--- config.mk ---
export PLATFORM = sky130hd
export DESIGN_NAME = prog_mem_loader
export DESIGN_NICKNAME = d
export VERILOG_FILES = /design/src/rtl/prog_mem_loader.sv
export SDC_FILE = /design/constraint.sdc
export NUM_CORES = 1
export LEC_CHECK = 0
export ABC_CLOCK_PERIOD_IN_PS = 5800
export BUFFER_PORTS_ARGS = -buffer_cell sky130_fd_sc_hd__buf_2
export CAP_MARGIN = 20
export CORE_MARGIN = 3
export CORE_UTILIZATION = 60
export CTS_BUF_LIST = sky130_fd_sc_hd__clkbuf_8 sky130_fd_sc_hd__clkbuf_16
export CTS_CLUSTER_DIAMETER = 50
export DETAILED_ROUTE_END_ITERATION = 10
export PLACE_DENSITY = 0.8
export SYNTH_ARGS = -nofsm -noshare
export SYNTH_HDL_FRONTEND = slang
export SYNTH_SLANG_ARGS = --single-unit
--- constraint.sdc ---
create_clock -name clk -period 5.8 [get_ports clk]
set_input_delay 1.16 -clock clk [delete_from_list [all_inputs] [get_ports clk]]
set_output_delay 1.16 -clock clk [all_outputs]
set_load 0.02 [all_outputs]
--- src/rtl/prog_mem_loader.sv ---
// prog_mem_loader: writable program memory for the picoMIPS core, filled after reset
// by a little-endian byte-stream loader and then served as registered instruction fetches.
//
// Optional build macro: PROG_LOAD_CHECKSUM_EN
//   When defined, the load is followed by one checksum word (XOR of all loaded words).
//   A match enters RUN; a mismatch enters a sticky ERROR state (left by reset or reload).
//   When undefined, the load completes straight to RUN and err is tied low.
//
// Ports:
//   clk        system clock, all logic on the rising edge
//   n_reset    synchronous active-low reset
//   ld_data    loader byte
//   ld_valid   loader byte present
//   ld_ready   loader byte accepted this cycle (LOAD / CHECK)
//   ld_last    final byte of the program (qualified by ld_valid && ld_ready)
//   reload     single-cycle request to re-enter LOAD from RUN / ERROR
//   address    fetch address from the core PC
//   I          fetched instruction, registered
//   i_valid    I holds data for the previous cycle's address
//   cpu_en     core may advance (RUN only)
//   load_count words written in the current load
//   err        checksum mismatch, sticky until reset / reload
module prog_mem_loader #(
    parameter int unsigned     Psize         = 5,
    parameter int unsigned     Isize         = 15,
    parameter int unsigned     Bsize         = 8,
    parameter logic [Isize-1:0] DEFAULT_INSTR = 15'b100_00_00_00000000
) (
    input  logic             clk,
    input  logic             n_reset,
    input  logic [Bsize-1:0] ld_data,
    input  logic             ld_valid,
    output logic             ld_ready,
    input  logic             ld_last,
    input  logic             reload,
    input  logic [Psize-1:0] address,
    output logic [Isize-1:0] I,
    output logic             i_valid,
    output logic             cpu_en,
    output logic [Psize:0]   load_count,
    output logic             err
);

    localparam int unsigned Depth = 1 << Psize;
    localparam int unsigned BPW   = (Isize + Bsize - 1) / Bsize;
    localparam int unsigned IdxW  = (BPW > 1) ? $clog2(BPW) : 1;
    localparam int unsigned BufW  = BPW * Bsize;

`ifdef PROG_LOAD_CHECKSUM_EN
    typedef enum logic [1:0] {StLoad, StRun, StCheck, StError} state_e;
`else
    typedef enum logic [1:0] {StLoad, StRun} state_e;
`endif

    state_e             state_q, state_d;
    logic [Psize-1:0]   wr_ptr_q, wr_ptr_d;
    logic [IdxW-1:0]    byte_idx_q, byte_idx_d;
    logic [BufW-1:0]    word_buf_q, word_buf_d;
    logic [Depth-1:0]   valid_q, valid_d;
    logic [Psize:0]     load_count_q, load_count_d;
    logic [Isize-1:0]   instr_q, instr_d;
    logic               i_valid_q, i_valid_d;
`ifdef PROG_LOAD_CHECKSUM_EN
    logic [Isize-1:0]   csum_q, csum_d;
    logic               err_q, err_d;
`endif

    logic [Isize-1:0]   mem [Depth];
    logic               mem_we;
    logic               xfer;
    logic               last_byte;
    logic [BufW-1:0]    word_asm;
    logic [Isize-1:0]   new_word;
    logic [Isize-1:0]   fetch_word;

    // Current byte merged into the partial word. The buffer is cleared after every
    // word write, so upper bytes not yet received are already zero (ld_last padding).
    always_comb begin
        word_asm = word_buf_q;
        for (int k = 0; k < BPW; k++) begin
            if (IdxW'(k) == byte_idx_q) begin
                word_asm[k*Bsize +: Bsize] = ld_data;
            end
        end
    end

    assign new_word   = word_asm[Isize-1:0];
    assign last_byte  = (byte_idx_q == IdxW'(BPW - 1));
    assign xfer       = ld_valid && ld_ready;
    assign fetch_word = valid_q[address] ? mem[address] : DEFAULT_INSTR;

    // Next-state and datapath.
    always_comb begin
        state_d      = state_q;
        wr_ptr_d     = wr_ptr_q;
        byte_idx_d   = byte_idx_q;
        word_buf_d   = word_buf_q;
        valid_d      = valid_q;
        load_count_d = load_count_q;
        instr_d      = DEFAULT_INSTR;
        i_valid_d    = 1'b0;
        mem_we       = 1'b0;
`ifdef PROG_LOAD_CHECKSUM_EN
        csum_d       = csum_q;
        err_d        = err_q;
`endif

        unique case (state_q)
            StLoad: begin
                if (xfer) begin
                    if (last_byte || ld_last) begin
                        mem_we           = 1'b1;
                        valid_d[wr_ptr_q] = 1'b1;
                        wr_ptr_d         = wr_ptr_q + 1'b1;
                        load_count_d     = load_count_q + 1'b1;
                        byte_idx_d       = '0;
                        word_buf_d       = '0;
`ifdef PROG_LOAD_CHECKSUM_EN
                        csum_d           = csum_q ^ new_word;
`endif
                        if (ld_last || (wr_ptr_q == {Psize{1'b1}})) begin
`ifdef PROG_LOAD_CHECKSUM_EN
                            state_d = StCheck;
`else
                            state_d = StRun;
`endif
                        end
                    end else begin
                        word_buf_d = word_asm;
                        byte_idx_d = byte_idx_q + 1'b1;
                    end
                end
            end

`ifdef PROG_LOAD_CHECKSUM_EN
            // Checksum word always takes BPW bytes; ld_last has no meaning here.
            StCheck: begin
                if (xfer) begin
                    if (last_byte) begin
                        byte_idx_d = '0;
                        word_buf_d = '0;
                        if (new_word == csum_q) begin
                            state_d = StRun;
                        end else begin
                            state_d = StError;
                            err_d   = 1'b1;
                        end
                    end else begin
                        word_buf_d = word_asm;
                        byte_idx_d = byte_idx_q + 1'b1;
                    end
                end
            end

            StError: begin
                if (reload) begin
                    state_d      = StLoad;
                    wr_ptr_d     = '0;
                    byte_idx_d   = '0;
                    word_buf_d   = '0;
                    valid_d      = '0;
                    load_count_d = '0;
                    csum_d       = '0;
                    err_d        = 1'b0;
                end
            end
`endif

            StRun: begin
                if (reload) begin
                    // Old memory contents stay but are masked by the cleared valid bits.
                    state_d      = StLoad;
                    wr_ptr_d     = '0;
                    byte_idx_d   = '0;
                    word_buf_d   = '0;
                    valid_d      = '0;
                    load_count_d = '0;
`ifdef PROG_LOAD_CHECKSUM_EN
                    csum_d       = '0;
                    err_d        = 1'b0;
`endif
                end else begin
                    instr_d   = fetch_word;
                    i_valid_d = 1'b1;
                end
            end

            default: state_d = StLoad;
        endcase
    end

    always_ff @(posedge clk) begin
        if (!n_reset) begin
            state_q      <= StLoad;
            wr_ptr_q     <= '0;
            byte_idx_q   <= '0;
            word_buf_q   <= '0;
            valid_q      <= '0;
            load_count_q <= '0;
            instr_q      <= DEFAULT_INSTR;
            i_valid_q    <= 1'b0;
`ifdef PROG_LOAD_CHECKSUM_EN
            csum_q       <= '0;
            err_q        <= 1'b0;
`endif
        end else begin
            state_q      <= state_d;
            wr_ptr_q     <= wr_ptr_d;
            byte_idx_q   <= byte_idx_d;
            word_buf_q   <= word_buf_d;
            valid_q      <= valid_d;
            load_count_q <= load_count_d;
            instr_q      <= instr_d;
            i_valid_q    <= i_valid_d;
`ifdef PROG_LOAD_CHECKSUM_EN
            csum_q       <= csum_d;
            err_q        <= err_d;
`endif
        end
    end

    // Storage needs no reset: unwritten words are hidden by valid_q.
    always_ff @(posedge clk) begin
        if (n_reset && mem_we) begin
            mem[wr_ptr_q] <= new_word;
        end
    end

`ifdef PROG_LOAD_CHECKSUM_EN
    assign ld_ready = (state_q == StLoad) || (state_q == StCheck);
    assign err      = err_q;
`else
    assign ld_ready = (state_q == StLoad);
    assign err      = 1'b0;
`endif
    assign cpu_en     = (state_q == StRun);
    assign I          = instr_q;
    assign i_valid    = i_valid_q;
    assign load_count = load_count_q;

endmodule
==> results_dict.tcl <==
set metrics [dict create \
    clkSinkCount 556 \
    drtIter0Drc 1628 \
    die_h_um 196 \
    crit_required_ns 6.07 \
    endpoint_kind "flip-flop" \
    synth_top_family_by_area "multiplexers" \
    die-area_um2 38600 \
    wl_um 48700 \
    m1WireLength_um 18200 \
    synth_edf_count 480 \
    hold_viol_final 0 \
    layout_common_cells "480 x edfxtp_1, 151 x nor2_1, 98 x mux4_2" \
    io_pins 43 \
    synth-seq-cells 556 \
    n_fill_cell 2212 \
    post-cts-setup-buffers 0 \
    muxShareOfSynthArea_pct 14.7 \
    report.final.slew_viol_count 0 \
    worstSetupPathType "in2reg" \
    cts_tree "done" \
    root_buffer "clkbuf_16" \
    slew_headroom_pct 21.1 \
    synth.avg_cell_area_um2 18.0 \
    period_share_pct 63.5 \
    die_w_um 196 \
    area_delta_synth_final_pct 10.5 \
    drive_gt1_share_pct 25.7 \
    num_antenna_cells 0 \
    multi_input_area_um2 5370 \
    syn_inst 1211 \
    clock_path_buffers 3 \
    dr_wl_met2_um 24300 \
    yosysSeqAreaShare_pct 73.2 \
    post-place-ws_ns 1.48 \
    ys_async_sr_fraction_pct 0 \
    port_buffers 41 \
    grt_pass1_wl_um 73000 \
    synthesis.nets 1235 \
    wire_per_inst_um 27.5 \
    holdPathEnd "valid_q[25]" \
    synth_adder_area_share_pct 0.345 \
    ys_warn_count 0 \
    cp_max_fo 19 \
    grt_antenna_before_repair 1 \
    post-route-min-period_ns 3.68 \
    synth_area_leaders "edfxtp_1 66%, mux4_2 10%, dfxtp_1 7.0%" \
    avgViaCountPerCell 6.51 \
    overflow 0 \
    worstReg2RegEnd "mem[29][10]" \
    placement.cell_area_um2 22400 \
    syn-cell-area_um2 21800 \
    cp_data_arrival_time_ns 3.95 \
    route.vias.total 11500 \
    cts_made_buffers 52 \
    hold_buffers 0 \
    grt_max_degree 89 \
    top_layer_used "met5" \
    clkLatencyLatePin_ns 0.57 \
    status "complete, no violations" \
    post-route-util_pct 67.4 \
    grt_pass1_vias 11700 \
    r2r-start "byte_idx_q" \
    drc 0 \
    synth-simple-area-share_pct 5.08 \
    fin_nets 1295 \
    setup_slack_ns 2.12 \
    p_leak_nw 7.92 \
    synth_top_area_share_pct 66.2 \
    track_usage_pct 25.5 \
    htreeDepth 2 \
    clock.fmax_mhz 272 \
    rrSetupSlack_ns 2.37 \
    skew_ns 0.0181 \
    critPathLaunchType "primary input" \
    yosysUniqueCellTypes 50 \
    setup_tns_ns 0 \
    layout_commonest_cell "edfxtp_1" \
    design_area_um2 24000 \
    core_area_um2 35700 \
    rows 69 \
    place_inst 1678 \
    maxCapViolations 0 \
    regArea_um2 15900 \
    holdCritStartpoint "valid_q[25]" \
    total_power_mw 8.02 \
    cts_resized 0 \
    dp_hpwl_um 27200 \
    p_per_area_nw_per_um2 333 \
    met3WireLength_um 4900 \
    initial_core_util_pct 61.0 \
    worst_pin_slew_ns 1.18 \
    yosys.area.top_type "edfxtp_1" \
    synth_compound_area_share_pct 4.23 \
    peakVddDrop_mv 0.293 \
    drtAntennaViolNets 0 \
    ys.flop_type "edfxtp_1" \
    layout.cells.non_filler 1774 \
    rsz0062_at_grt "no" \
    yosys.area_share.xor_xnor_pct 0.322 \
    hold_ws_ns 0.465 \
    gp_congestion 0.847 \
    hold_depth 2 \
    finalSetupViolations 0 \
    ff2ff_path_depth 5 \
    firstDrtPassIters 5 \
    clkTransAtPathRegs_ns 0.06 \
    hold_class "reg2reg" \
]
## cells in the mapped netlist (all sizes together), types with 2 or more instances
library cell  count
edfxtp          480
nor2            152
mux4             98
dfxtp            76
mux2             75
nand2            48
buf              43
a21oi            34
clkbuf           28
nor3             18
a32o             17
o22ai            16
a22oi            15
o221ai           15
a2111oi          14
mux2i            14
and2              8
ha                6
xor2              6
and3              5
inv               5
nand3b            5
nand3             4
nand2b            3
nand4             3
or2               3
a41oi             2
and3b             2
nor3b             2
o21ai             2
or3               2
or3b              2
xnor2             2
## per-layer routing
metal	vias up	track usage (%)
met5	-	0
met4	2	7.82
met3	101	4.91
met2	654	42.0
met1	5875	35.3
li1	4917	-
## cell families (layout without fill, tap and decap cells)
group                    Yosys count  after routing
XOR/XNOR                           8              8
buffers and inverters             77            179
other                              1              1
AND/OR/NAND/NOR                  258            258
AO/OA/AOI/OAI                    118            118
adder cells (fa/ha/maj)            6              6
flip-flops                       556            556
multiplexers                     187            187
## power by group
| part | leakage, nW | switching [mW] | internal [mW] |
|---|---|---|---|
| combinational | 2.09 | 0.272 | 0.133 |
| sequential | 4.98 | 0.0115 | 4.37 |
| clock | 0.853 | 1.40 | 1.83 |
| total | 7.92 | 1.68 | 6.33 |
## final cells by class
type | instances | share of cell area, %
timing repair buffer | 77 | 2.11
multi-input combinational | 578 | 22.3
inverter | 6 | 0.0937
tap | 461 | 2.40
sequential | 556 | 66.3
clock inverter | 36 | 0.895
clock buffer | 60 | 5.92
## state kept, by name, indices dropped and copies added, names as in the netlist
register    flops
valid_q        32
state_q         1
load_count      6
word_buf_q     15
i_valid         1
wr_ptr_q        5
byte_idx_q      1
I              15
mem           480
## how the worst max path moves through the flow
stage            start     endpoint  slack, ns  cells after the start
5_1_grt        n_reset   mem[29][8]       1.92                      6
4_1_cts        n_reset   mem[22][3]       2.03                      5
3_5_place_dp   n_reset   mem[22][3]       1.48                      5
6_report       n_reset  mem[29][10]       2.12                      6
2_1_floorplan  n_reset   mem[30][0]       2.75                      4
3_3_place_gp   n_reset    mem[5][8]       1.55                      5
## critical path, cell delays in order
cell      delay [ns]
buf_2           0.14
clkinv_1        0.45
nor3_1          0.67
nand2_1         0.40
nor2_1          0.79
buf_4           0.32
(Power assumes the default switching activity.)
